===== config.mk =====
export PLATFORM = sky130hd
export DESIGN_NAME = router_a_buf
export DESIGN_NICKNAME = d
export VERILOG_FILES = /design/src/rtl/router_a_buf.sv
export SDC_FILE = /design/constraint.sdc
export NUM_CORES = 1
export LEC_CHECK = 0
export ABC_AREA = 1
export BUFFER_PORTS_ARGS = -buffer_cell sky130_fd_sc_hd__buf_2
export CORE_ASPECT_RATIO = 1.25
export CORE_MARGIN = 4
export CORE_UTILIZATION = 55
export DETAILED_ROUTE_END_ITERATION = 10
export PLACE_DENSITY_LB_ADDON = 0.12
export RECOVER_POWER = 50
export SLEW_MARGIN = 0
export SYNTH_ARGS = -nofsm -noshare
export SYNTH_HDL_FRONTEND = slang
export SYNTH_SLANG_ARGS = --single-unit

===== constraint.sdc =====
create_clock -name clk -period 4.1 [get_ports clk]
set_input_delay 0.41 -clock clk [delete_from_list [all_inputs] [get_ports clk]]
set_output_delay 0.41 -clock clk [all_outputs]
set_load 0.05 [all_outputs]

===== src/rtl/router_a_buf.sv =====
`default_nettype none
// ============================================================================
// Module   : router_a_buf
// Brief    : Write-data/address router with a DEPTH-entry write FIFO drained
//            to the register file over a valid/ready handshake.
// Revision : 1.0 - initial release
// ============================================================================
module router_a_buf #(
    parameter int W     = 24,
    parameter int ADDRW = 5,
    parameter int DEPTH = 4,
    parameter int CW    = $clog2(DEPTH + 1)
) (
    input  logic             clk,
    input  logic             rst_n,
    input  logic [W-1:0]     DATA_IN,
    input  logic [W-1:0]     result,
    input  logic [ADDRW-1:0] ctl_a,
    input  logic [ADDRW-1:0] ctl_b,
    input  logic [ADDRW-1:0] DIR,
    input  logic             WRITE,
    input  logic             READY,
    input  logic [1:0]       sel_data,
    input  logic             sel_dira,
    input  logic             sel_dirb,
    input  logic [1:0]       sel_write,
    input  logic             flush,
    input  logic             rf_ready,
    output logic [W-1:0]     data,
    output logic [ADDRW-1:0] dira,
    output logic             write,
    output logic [ADDRW-1:0] dirb,
    output logic [CW-1:0]    count,
    output logic             full,
    output logic             overflow
);

    localparam int c_PTR_W = $clog2(DEPTH);

    logic [W-1:0]       r_mem_data [DEPTH];
    logic [ADDRW-1:0]   r_mem_addr [DEPTH];
    logic [c_PTR_W-1:0] r_wr_ptr;
    logic [c_PTR_W-1:0] r_rd_ptr;
    logic [CW-1:0]      r_count;
    logic               r_overflow;
    logic [ADDRW-1:0]   r_dirb;

    logic [W-1:0]       w_entry_data;
    logic [ADDRW-1:0]   w_entry_addr;
    logic               w_req;
    logic               w_full;
    logic               w_valid;
    logic               w_push;
    logic               w_pop;
    logic               w_drop;

    always_comb begin
        w_entry_data = DATA_IN;
        case (sel_data)
            2'd0:    w_entry_data = DATA_IN;
            2'd1:    w_entry_data = result;
            2'd2:    w_entry_data = '0;
            default: w_entry_data = '1;
        endcase
    end

    always_comb begin
        w_req = 1'b0;
        case (sel_write)
            2'd0:    w_req = WRITE;
            2'd1:    w_req = WRITE & READY;
            2'd2:    w_req = 1'b0;
            default: w_req = 1'b1;
        endcase
    end

    assign w_entry_addr = sel_dira ? DIR : ctl_a;
    assign w_full       = (r_count == CW'(DEPTH));
    assign w_valid      = (r_count != '0);
    assign w_pop        = w_valid & rf_ready & ~flush;
    // A full FIFO still accepts a push when the head leaves in the same cycle.
    assign w_push       = w_req & ~flush & (~w_full | w_pop);
    assign w_drop       = w_req & ~flush & w_full & ~w_pop;

    always_ff @(posedge clk) begin
        if (!rst_n) begin
            r_wr_ptr   <= '0;
            r_rd_ptr   <= '0;
            r_count    <= '0;
            r_overflow <= 1'b0;
            r_dirb     <= '0;
            for (int i = 0; i < DEPTH; i++) begin
                r_mem_data[i] <= '0;
                r_mem_addr[i] <= '0;
            end
        end else begin
            r_dirb <= sel_dirb ? DIR : ctl_b;
            if (flush) begin
                r_wr_ptr   <= '0;
                r_rd_ptr   <= '0;
                r_count    <= '0;
                r_overflow <= 1'b0;
            end else begin
                if (w_push) begin
                    r_mem_data[r_wr_ptr] <= w_entry_data;
                    r_mem_addr[r_wr_ptr] <= w_entry_addr;
                    r_wr_ptr             <= r_wr_ptr + c_PTR_W'(1);
                end
                if (w_pop) begin
                    r_rd_ptr <= r_rd_ptr + c_PTR_W'(1);
                end
                case ({w_push, w_pop})
                    2'b10:   r_count <= r_count + CW'(1);
                    2'b01:   r_count <= r_count - CW'(1);
                    default: r_count <= r_count;
                endcase
                if (w_drop) begin
                    r_overflow <= 1'b1;
                end
            end
        end
    end

    assign data     = r_mem_data[r_rd_ptr];
    assign dira     = r_mem_addr[r_rd_ptr];
    assign write    = w_valid;
    assign dirb     = r_dirb;
    assign count    = r_count;
    assign full     = w_full;
    assign overflow = r_overflow;

endmodule
`default_nettype wire


# Yosys cells after proc, flatten, opt, wreduce, memory -nomap -nowiden
# Memories as Yosys holds them, arrays and structs flattened. A register that Yosys moved wholly into a read port is not among the register bits.
# Cells that the tools add are included.
word_totals:
  regBits: 13
  ramBits: 116
  in_bits: 75
  word_cells: 57
  memories: 2
op_classes:
  addsub: 4
  eq_ne: 7
  n_mux: 20
  n_bitwise: 12
  n_reduce_logical: 7
mem_list:
  columns: ["memory", "depth", "word_bits", "read_ports", "rd_clocked_by_memory_dff", "write_ports", "line_no", "source"]
  rows:
  - ["r_mem_data", 4, 24, 1, 1, 4, "40", "logic [W-1:0] r_mem_data [DEPTH];"]
  - ["r_mem_addr", 4, 5, 1, 1, 4, "41", "logic [ADDRW-1:0] r_mem_addr [DEPTH];"]
ops:
  columns: ["operator", "count"]
  rows:
  - ["case mux 24 bit (3 select lines)", 1]
  - ["2-to-1 mux 24 bit", 1]
  - ["OR reduction 24 bit", 1]
  - ["2-to-1 mux 5 bit", 3]
  - ["2-to-1 mux 2 bit", 6]
  - ["AND 1 bit", 7]
  - ["2-to-1 mux 1 bit", 7]
  - ["equality test 2 x 1 -> 1 bit (second input constant)", 3]
  - ["equality test 2 bit (second input constant)", 3]
  - ["case mux 3 bit (2 select lines)", 1]
  - ["OR reduction 5 bit", 1]
  - ["adder 2 x 1 -> 2 bit (second input constant)", 2]
  - ["zero test 2 bit", 2]
  - ["inverter 1 bit", 4]
  - ["adder 3 x 1 -> 3 bit (second input constant)", 1]
  - ["equality test 3 bit (second input constant)", 1]
  - ["case mux 1 bit (3 select lines)", 1]
  - ["nonzero test 3 bit", 1]
  - ["subtractor 3 x 1 -> 3 bit (second input constant)", 1]
  - ["nonzero test 2 bit", 1]
  - ["OR reduction 2 bit", 1]
  - ["OR 1 bit", 1]

# Longest topological paths before layout
# Gate-level depths: netlist of the first run.
logic_depth:
  depth_word: 11
  mapped_depth: 12
  ltp_nobuf: 12

# Worst setup path after synthesis of the first run
# No wires, ideal clock.
synth_path:
  kind: "register to register"
  from: "reg r_count[0] (netlist: count[0])"
  to: "mem r_mem_addr[3][0] (enable)"
  setup_time_ns: 0.459
  t_arrival_ns: 3.594
  t_required_ns: 3.641
  slack_ns: 0.047
  path_stages_with_launch: 7
  period_less_slack_ns: 4.053
  cell_sequence: "dfxtp_1 nor2_1 nand2_1 inv_1 nand2_2 nand2_4 o31ai_1"
synth_rtl:
  columns: ["item", "line_no", "source"]
  rows:
  - ["from (decl)", "44", "logic [CW-1:0] r_count;"]
  - ["from (signal assigned)", "113", "2'b10: r_count <= r_count + CW'(1);"]
  - ["from (signal assigned)", "114", "2'b01: r_count <= r_count - CW'(1);"]
  - ["from (signal assigned)", "115", "default: r_count <= r_count;"]
  - ["to (decl)", "41", null]

==> results.sh, run 1 <==
export IMPL_status="complete, but fails checks"
export IMPL_violations="capacitance limit, slew limit"
export IMPL_crit_chain="clkinv_1 > nand2_1 > nand3_1 > nand2_2 > nand2_1 > o21ai_2"
export IMPL_yosysMostFrequentCell="nor2_1"
export IMPL_synth_top_area_share_pct=56.9
export IMPL_syn_nets=699
export IMPL_fin_nets=804
export IMPL_worst_slew_pin_slew_ps=1670
export IMPL_io_pins=115
export IMPL_relSlewSlack_pct=-11.1
export IMPL_synth_yosys_seq_area_share_pct=61.8
export IMPL_cpPeakStageDelay_ps=1360
export IMPL_regArea_um2=3780
export IMPL_vias_per_cell=5.44
export IMPL_dieWidth_um=102
export IMPL_port_buffers=114
export IMPL_clk_insertion_delay_late_ps=410
export IMPL_dr_pass1_iters=5
export IMPL_overflow=0
export IMPL_die_area_um2=12900
export IMPL_antenna_left=0
export IMPL_ys_warn_count=0
export IMPL_antenna_found_initial=0
export IMPL_fin_crit_sh_pct=69.2
export IMPL_drt_iter0_drc=300
export IMPL_drcViolationCount=0
export IMPL_crit_path_start="count[2]"
export IMPL_met3_length_um=1230
export IMPL_placed_area_um2=6810
export IMPL_htreeDepth=4
export IMPL_dieHeight_um=126
export IMPL_critPathKind="reg2reg"
export IMPL_cts_resized=0
export IMPL_grt_total_usage_pct=23.6
export IMPL_rsz0062_at_grt="false"
export IMPL_synth_main_ff_cell="edfxtp_1"
export IMPL_min_period_ps=2840
export IMPL_yosys_top_cells_area="edfxtp_1, nor2_1, o21ai_0"
export IMPL_critical_path_slowest_cell="o21ai_2"
export IMPL_grt_max_degree=59
export IMPL_min_from="ctl_b[1]"
export IMPL_crit_path_end_kind="flip-flop"
export IMPL_wl_met2_um=7440
export IMPL_antenna_cells=0
export IMPL_grt_pass1_wl_um=23200
export IMPL_max_freq_ghz=0.353
export IMPL_wl_met1_um=5850
export IMPL_top_layer_used="met4"
export IMPL_power_density_nw_per_um2=459
export IMPL_power_switching_mw=0.816
export IMPL_internal_power_mw=2.55
export IMPL_cts_setup_buffers=0
export IMPL_row_count=42
export IMPL_clk_path_buf_depth=2
export IMPL_cts_sink_count=131
export IMPL_cap_violations=2
export IMPL_synthCells=623
export IMPL_clkPwrFrac_pct=43.9
export IMPL_vias=4752
export IMPL_combPwrFrac_pct=10.6
export IMPL_ys_seq_elements=131
export IMPL_report_final_slew_viol_count=60
export IMPL_multi_input_area_um2=1890
export IMPL_crit_fanout=29
export IMPL_cts_made_buffers=17
export IMPL_fill_cells=840
export IMPL_core_area_um2=10700
export IMPL_arrival_ps=2840
export IMPL_grt_pass1_vias=4784
export IMPL_syn2layout_area_growth_pct=19.8
export IMPL_hold_ws_ps=231
export IMPL_startpoint_type="flip-flop"
export IMPL_hold_viol=0
export IMPL_clockRootBuffer="clkbuf_16"
export IMPL_peakVddDrop_uv=324
export IMPL_wirelength_um=14700
export IMPL_cts_tree="yes"
export IMPL_synth_edf_count=116
export IMPL_place_gp_congestion=0.758
export IMPL_ctsHoldBuffers=0
export IMPL_synthTopCellsByCount="nor2_1, edfxtp_1, o21ai_0"
export IMPL_final_cell_area_um2=7330
export IMPL_timing_rr_start="count[2]"
export IMPL_tns_ps=0
export IMPL_path_clk_slew_ps=60
export IMPL_p_sw_share_pct=24.2
export IMPL_cp_required_ps=4110
export IMPL_worst_path_most_repeated_cell="nand2_1"
export IMPL_min_delay_path_class="in2reg"
export IMPL_setup_viol=0
export IMPL_synthArstFlopShare_pct=0
export IMPL_synth_top_area_cell="edfxtp_1"
export IMPL_drive_gt1_share_pct=22.1
export IMPL_synth_area_um2=6120
export IMPL_place_hpwl_um=8830
export IMPL_synth_distinct_cells=26
export IMPL_leakagePower_nw=3.34
export IMPL_wl_per_cell_um=16.8
export IMPL_start_util_pct=57.1
export IMPL_pwr_share_seq_pct=45.6
export IMPL_skew_ps=7.65
export IMPL_syn_area_per_cell_um2=9.82
final timing paths:
path	slack, ps	to	depth (start not counted)
hold / removal	230	dirb[1]	3
setup / recovery	1260	r_mem_data[1][18]	6
hold reg to reg	460	flip-flop	2
setup reg to reg	1260	r_mem_data[1][18]	6
layout by cell type, fill, tap and decap left out, types with 2 or more instances in the layout:
master and n:
mux2_2 5, nand3_1 2, clkbuf_8 4, nor2_2 4, edfxtp_1 116, dfxtp_1 14
o22ai_1 29, buf_2 102, nand2_1 42, inv_1 73, clkinv_2 5, nor2_1 161
a21oi_1 6, o21ai_0 92, clkbuf_1 13, inv_4 2, nand2_4 6, clkbuf_16 20
buf_4 9, a21boi_0 24, o21ai_2 2
worst max-delay path: cells and delay by family, from the launching register on:
| family | cells | cell delay [ps] |
|---|---|---|
| and+or+nand+nor | 4 | 590 |
| buffers and inverters | 1 | 80 |
| DFF | 1 | 390 |
| AOI/OAI and AO/OA | 1 | 1360 |
sequential cells by signal, indices dropped and copies added (netlist names), named ones only:
| signal | flops |
|---|---|
| overflow | 1 |
| r_wr_ptr | 2 |
| count | 3 |
| dirb | 5 |
| r_rd_ptr | 2 |
| r_mem_data | 96 |
| r_mem_addr | 20 |
logic make-up (layout without fill, tap and decap cells):
group	after synthesis	in the layout	synth area share, %
muxes	5	5	0.920
and+or+nand+nor	218	218	15.2
AOI/OAI and AO/OA	157	157	14.5
buffers and inverters	111	229	7.22
adders and majority gates	1	1	0.327
DFF	131	131	61.8
per-stage QoR:
stage | cells | utilization [%] | total power, mW | setup WS [ps]
final | 873 | 68.4 | 3.37 | 1260
after CTS | 873 | 69.1 | 3.39 | 1260
after global placement | 841 | 63.5 | 1.92 | 1610
after floorplan | 623 | - | 1.81 | 47.0
after global routing | 873 | 68.4 | 3.48 | 914
after detailed placement | 841 | 63.5 | 1.93 | 1570
layout make-up:
cell class	count	share of cell area, %
Clock inverter	7	0.512
Clock buffer	25	7.63
Inverter	74	3.79
Sequential cell	131	51.6
Timing Repair Buffer	123	8.50
Multi-Input combinational cell	381	25.7
Tap cell	132	2.25
power by group through the flow:
stage                     combinational, mW  clock, mW  sequential [mW]
after floorplan                       0.231          0             1.58
after global placement                0.359          0             1.56
after detailed placement              0.365          0             1.56
after CTS                             0.366       1.49             1.53
after global routing                  0.387       1.55             1.54
final                                 0.355       1.48             1.53
metal layers:
| layer | GRT usage [%] | vias to the layer above |
|---|---|---|
| li1 | - | 2299 |
| met1 | 29.8 | 2233 |
| met2 | 39.6 | 209 |
| met3 | 6.58 | 11 |
| met4 | 6.80 | 0 |
| met5 | 0 | - |
Note: power is estimated with default switching activity, not from simulation.
==> inputs of run 2 (changes only) <==
Clock period 4.1 ns to 2.79 ns, I/O delays scaled along.
==> run 2 against run 1 <==
The run now ends clean. Die area did not move. Sequential share of layout area is 0.19 points lower. Via count fell by 0.15%. Global-route usage shrank 0.45 points. Final cell count rose by 1.0%. Non-clock buffer count increased by 9. Cell area grew 0.38%. Flip-flop and latch count unchanged. Combinational power rose by 50%. Fmax up 22%. Clock skew hardly changed. Register-to-register slack got worse by 800 ps. Critical path type unchanged.
==> results.sh, run 2 (synthesis gave the netlist of run 1 again) <==
export IMPL_status="complete, no violations"
export IMPL_hold_viol=0
export IMPL_dieHeight_um=126
export IMPL_min_period_ps=2330
export IMPL_wirelength_um=14200
export IMPL_antenna_found_initial=0
export IMPL_ff2ff_path_depth=7
export IMPL_core_area_um2=10700
export IMPL_place_hpwl_um=9150
export IMPL_critPathKind="reg2reg"
export IMPL_layout_setup_ws_ps=460
export IMPL_cpPeakStageDelay_ps=520
export IMPL_min_delay_path_class="in2reg"
export IMPL_worst_slew_pin_slew_ps=739
export IMPL_worst_r2r_endpoint="r_mem_data[0][0]"
export IMPL_drive_gt1_share_pct=22.4
export IMPL_arrival_ps=2380
export IMPL_startpoint_type="flip-flop"
export IMPL_cp_required_ps=2840
export IMPL_max_flop_register="r_mem_data"
export IMPL_start_util_pct=57.1
export IMPL_dp_cells=850
export IMPL_power_density_nw_per_um2=650
export IMPL_cts_sink_count=131
export IMPL_antenna_left=0
export IMPL_crit_fanout=27
export IMPL_clockRootBuffer="clkbuf_16"
export IMPL_vias_per_cell=5.38
export IMPL_grt_pass1_vias=4759
export IMPL_overflow=0
export IMPL_timing_rr_start="count[2]"
export IMPL_cts_setup_buffers=0
export IMPL_report_final_slew_viol_count=0
export IMPL_holdPathStages=3
export IMPL_dr_pass1_iters=5
export IMPL_worst_path_most_repeated_cell="nand2_1"
export IMPL_pre_cts_ws_ps=697
export IMPL_relSlewSlack_pct=50.7
export IMPL_largest_reg_flops=96
export IMPL_cts_resized=0
export IMPL_layout_commonest_cell="nor2_1"
export IMPL_drcViolationCount=0
export IMPL_cts_made_buffers=17
export IMPL_multi_input_area_um2=1900
export IMPL_grt_pass1_wl_um=22800
export IMPL_io_pins=115
export IMPL_vias=4745
export IMPL_dieWidth_um=102
export IMPL_drt_iter0_drc=282
export IMPL_fin_crit_sh_pct=83.5
export IMPL_cts_tree="yes"
export IMPL_skew_ps=7.95
export IMPL_max_freq_ghz=0.429
export IMPL_wl_per_cell_um=16.2
export IMPL_htreeDepth=4
export IMPL_grt_total_usage_pct=23.2
export IMPL_syn2layout_area_growth_pct=20.3
export IMPL_clk_path_buf_depth=2
export IMPL_fill_cells=865
export IMPL_rrSetupSlack_ps=460
export IMPL_row_count=42
export IMPL_min_to="dirb[4]"
export IMPL_setup_viol=0
export IMPL_die_area_um2=12900
export IMPL_critical_path_slowest_cell="clkbuf_4"
export IMPL_grt_max_degree=31
export IMPL_fin_nets=813
export IMPL_rsz0062_at_grt="false"
export IMPL_crit_path_end_kind="flip-flop"
export IMPL_ctsHoldBuffers=0
export IMPL_crit_chain="clkinv_1 > nand2_1 > nand3_1 > nand2_2 > nand2_1 > o21ai_0 > clkbuf_4"
export IMPL_antenna_cells=0
export IMPL_leakagePower_nw=3.38
export IMPL_min_from="ctl_b[4]"
export IMPL_peakVddDrop_uv=445
export IMPL_finalNonFillerCells=882
export IMPL_power_total_mw=4.78
export IMPL_place_gp_congestion=0.811
export IMPL_clk_insertion_delay_late_ps=410
export IMPL_layout_common_cells="nor2_1, edfxtp_1, buf_2"
export IMPL_regArea_um2=3780
export IMPL_path_clk_slew_ps=50
export IMPL_cap_violations=0
export IMPL_port_buffers=114
==> run 2: cell count changes in the layout (fill, tap and decap cells not counted), moves of 2 or more <==
cell	before	now
clkbuf_8	4	2
nand2_1	42	38
inv_4	2	0
nand2_4	6	10
buf_4	9	15
clkbuf_16	20	17
clkbuf_1	13	19
==> run 2: power by group <==
| part | internal [mW] | switching (mW) |
|---|---|---|
| Clock | 1.26 | 0.733 |
| Sequential | 2.23 | 0.0247 |
| Combinational | 0.143 | 0.389 |
| Total | 3.64 | 1.15 |
==> run 2: layout make-up <==
| class | count | area share [%] |
|---|---|---|
| Sequential cell | 131 | 51.4 |
| Clock inverter | 6 | 0.782 |
| Clock buffer | 26 | 6.51 |
| Tap cell | 132 | 2.24 |
| Multi-Input combinational cell | 381 | 25.8 |
| Inverter | 74 | 3.77 |
| Timing Repair Buffer | 132 | 9.52 |
==> run 2: metrics by stage <==
step                      TNS [ps]  hold slack (ps)  util (%)  area (um2)
after floorplan             -40880              414         -        6130
after global placement           0              454      64.3        6890
after detailed placement         0              470      64.3        6890
after CTS                        0             96.6      69.3        7430
after global routing             0             99.4      68.7        7360
final                            0              105      68.7        7360
==> run 2: how the worst max path moves through the flow <==
stage	from	endpoint	slack, ps	depth (start not counted)
floorplan	count[0]	r_mem_addr[3][0]	-360	6
global placement	sel_write[1]	r_mem_data[2][19]	790	11
detailed placement	sel_write[1]	r_mem_data[2][18]	700	11
CTS	flip-flop	data[18]	550	5
global route	count[2]	r_mem_data[0][0]	240	7
finish	count[2]	r_mem_data[0][0]	460	7
==> run 2: layer usage <==
metal  vias to the layer above  global-route usage [%]  wire length (um)
met3                        27                    6.14              1030
met5                         -                       0                 0
met1                      2202                    27.8              5620
li1                       2323                       -                 -
met2                       193                    40.1              7310
met4                         0                    7.72               286
==> run 2: worst max-delay path, delay by kind of cell, from the launching register on <==
kind	cells	cell delay, ps
AO/OA/AOI/OAI	1	420
AND/OR/NAND/NOR	4	540
flip-flops	1	380
buffers and inverters	2	600
==> inputs of run 3 (changes only) <==
Clock period 2.79 ns to 2.4 ns, I/O delays scaled along.
==> run 3 against run 2 <==
Cell area grew 0.93%. Combinational power grew 18%. Clock skew shrank 2.4 ps. Routed wire length grew 7.0%. Worst hold slack lost 38 ps. Final cell count is the same. Sequential power grew 16%. Count of clock-buffer cells in the layout grew 1. Die area is the same. Clock power grew 23%. Critical path type is now reg2out. Critical endpoint is now data[2].
==> results.sh, run 3 (synthesis gave the netlist of run 1 again) <==
export IMPL_setup_viol=0
export IMPL_pwr_share_seq_pct=46.0
export IMPL_crit_path_end_kind="output pin"
export IMPL_grt_max_degree=59
export IMPL_internal_power_mw=4.34
export IMPL_antenna_found_initial=0
export IMPL_antenna_cells=0
export IMPL_cts_tree="yes"
export IMPL_critPathKind="reg2out"
export IMPL_drt_iter0_drc=433
export IMPL_peakVddDrop_uv=569
export IMPL_min_period_ps=2270
export IMPL_hold_ws_ps=67.5
export IMPL_cts_setup_buffers=0
export IMPL_wirelength_um=15200
export IMPL_power_density_nw_per_um2=768
export IMPL_row_count=42
export IMPL_wl_per_cell_um=17.3
export IMPL_p_sw_share_pct=24.0
export IMPL_antenna_left=0
export IMPL_crit_fanout=23
export IMPL_power_total_mw=5.71
export IMPL_io_pins=115
export IMPL_fill_cells=828
export IMPL_combPwrFrac_pct=11.0
export IMPL_max_flop_register="r_mem_data"
export IMPL_crit_family="buffers and inverters"
export IMPL_fin_crit_sh_pct=94.6
export IMPL_cpPeakStageDelay_ps=570
export IMPL_layout_common_cells="nor2_1, edfxtp_1, buf_2"
export IMPL_start_util_pct=57.1
export IMPL_path_depth=4
export IMPL_startpoint_type="flip-flop"
export IMPL_place_gp_congestion=0.774
export IMPL_pre_cts_ws_ps=-45.3
export IMPL_final_cell_area_um2=7430
export IMPL_min_delay_path_class="in2reg"
export IMPL_cts_made_buffers=17
export IMPL_ctsHoldBuffers=0
export IMPL_grt_pass1_vias=4971
export IMPL_clk_path_buf_depth=2
export IMPL_dieHeight_um=126
export IMPL_leakagePower_nw=3.40
export IMPL_cts_sink_count=131
export IMPL_core_area_um2=10700
export IMPL_layout_commonest_cell="nor2_1"
export IMPL_vias_per_cell=5.53
export IMPL_clockRootBuffer="clkbuf_16"
export IMPL_place_hpwl_um=9210
export IMPL_max_freq_ghz=0.441
export IMPL_report_final_slew_viol_count=0
export IMPL_path_clk_slew_ps=50
export IMPL_crit_chain="buf_4 > o21ai_0 > o22ai_1 > buf_2"
export IMPL_hold_viol=0
export IMPL_clk_insertion_delay_late_ps=410
export IMPL_placed_area_um2=6930
export IMPL_overflow=0
export IMPL_grt_pass1_wl_um=24100
export IMPL_die_area_um2=12900
export IMPL_layout_setup_ws_ps=131
export IMPL_grt_total_usage_pct=24.7
export IMPL_critical_path_slowest_cell="dfxtp_2"
export IMPL_worst_slew_pin_slew_ps=936
export IMPL_timing_rr_start="count[0]"
export IMPL_worst_r2r_endpoint="r_mem_data[1][20]"
export IMPL_cap_violations=0
export IMPL_vias=4874
export IMPL_clkPwrFrac_pct=43.0
export IMPL_fin_nets=813
export IMPL_htreeDepth=4
export IMPL_arrival_ps=2030
export IMPL_syn2layout_area_growth_pct=21.4
export IMPL_drive_gt1_share_pct=23.6
export IMPL_crit_buf_inv=2
export IMPL_crit_path_end="data[2]"
export IMPL_tns_ps=0
export IMPL_skew_ps=5.55
export IMPL_ff2ff_path_depth=7
export IMPL_rrSetupSlack_ps=220
export IMPL_port_buffers=114
export IMPL_dieWidth_um=102
export IMPL_relSlewSlack_pct=37.4
export IMPL_status="complete, no violations"
export IMPL_power_switching_mw=1.37
export IMPL_largest_reg_flops=96
export IMPL_cp_required_ps=2160
export IMPL_drcViolationCount=0
export IMPL_min_from="DIR[0]"
export IMPL_dr_pass1_iters=7
export IMPL_rsz0062_at_grt="false"
## run 3: cell count changes in the layout (fill, tap and decap cells not counted), moves of 2 or more
cell	change
clkbuf_8	+4
clkbuf_1	-4
nand2_1	-2
nand2_4	+2
buf_4	-2
dfxtp_1	-2
## run 3: worst min path at each step
| stage | end | slack (ps) | cells after the start |
|---|---|---|---|
| detailed placement | overflow | 460 | 2 |
| finish | dirb[0] | 70 | 3 |
| global route | dirb[2] | 60 | 3 |
| CTS | dirb[1] | 60 | 3 |
| floorplan | dirb[0] | 370 | 2 |
| global placement | r_rd_ptr[1] | 450 | 2 |
## run 3: final cells by class
type	instances	area (um2)	share of cell area, %
Sequential cell	131	3790	51.0
Clock buffer	27	523	7.04
Tap cell	132	165	2.22
Clock inverter	5	48.8	0.657
Timing Repair Buffer	131	692	9.31
Multi-Input combinational cell	382	1930	26.0
Inverter	74	282	3.79
## run 3: timing repair
item	4_1_cts	5_1_grt
hold endpoints to repair	0	0
endpoints found under the setup margin	0	51
gates resized for setup	0	1
## run 3: power groups by stage
| stage | logic [mW] | registers, mW | clock network [mW] |
|---|---|---|---|
| floorplan | 0.401 | 2.68 | 0 |
| global placement | 0.634 | 2.66 | 0 |
| detailed placement | 0.642 | 2.67 | 0 |
| CTS | 0.644 | 2.62 | 2.47 |
| global route | 0.681 | 2.63 | 2.60 |
| finish | 0.627 | 2.62 | 2.46 |
## run 3: stage by stage
stage / util (%) / cells
finish: 69.3 / 882
global route: 69.3 / 882
CTS: 70.0 / 881
detailed placement: 64.6 / 849
global placement: 64.6 / 849
floorplan: - / 623
## run 3: per-layer routing
layer  GRT usage (%)  up-vias  part of all wire, %
met5               0        -                    0
met3            6.80       24                  8.7
met1            29.3     2283                   37
li1                -     2331                    -
met4            8.49        0                  1.8
met2            42.5      236                   52
## run 3: tightest hold or removal path: stages
cell and delay [ps]:
buf_2 80, nor2_1 40, nor2_1 80
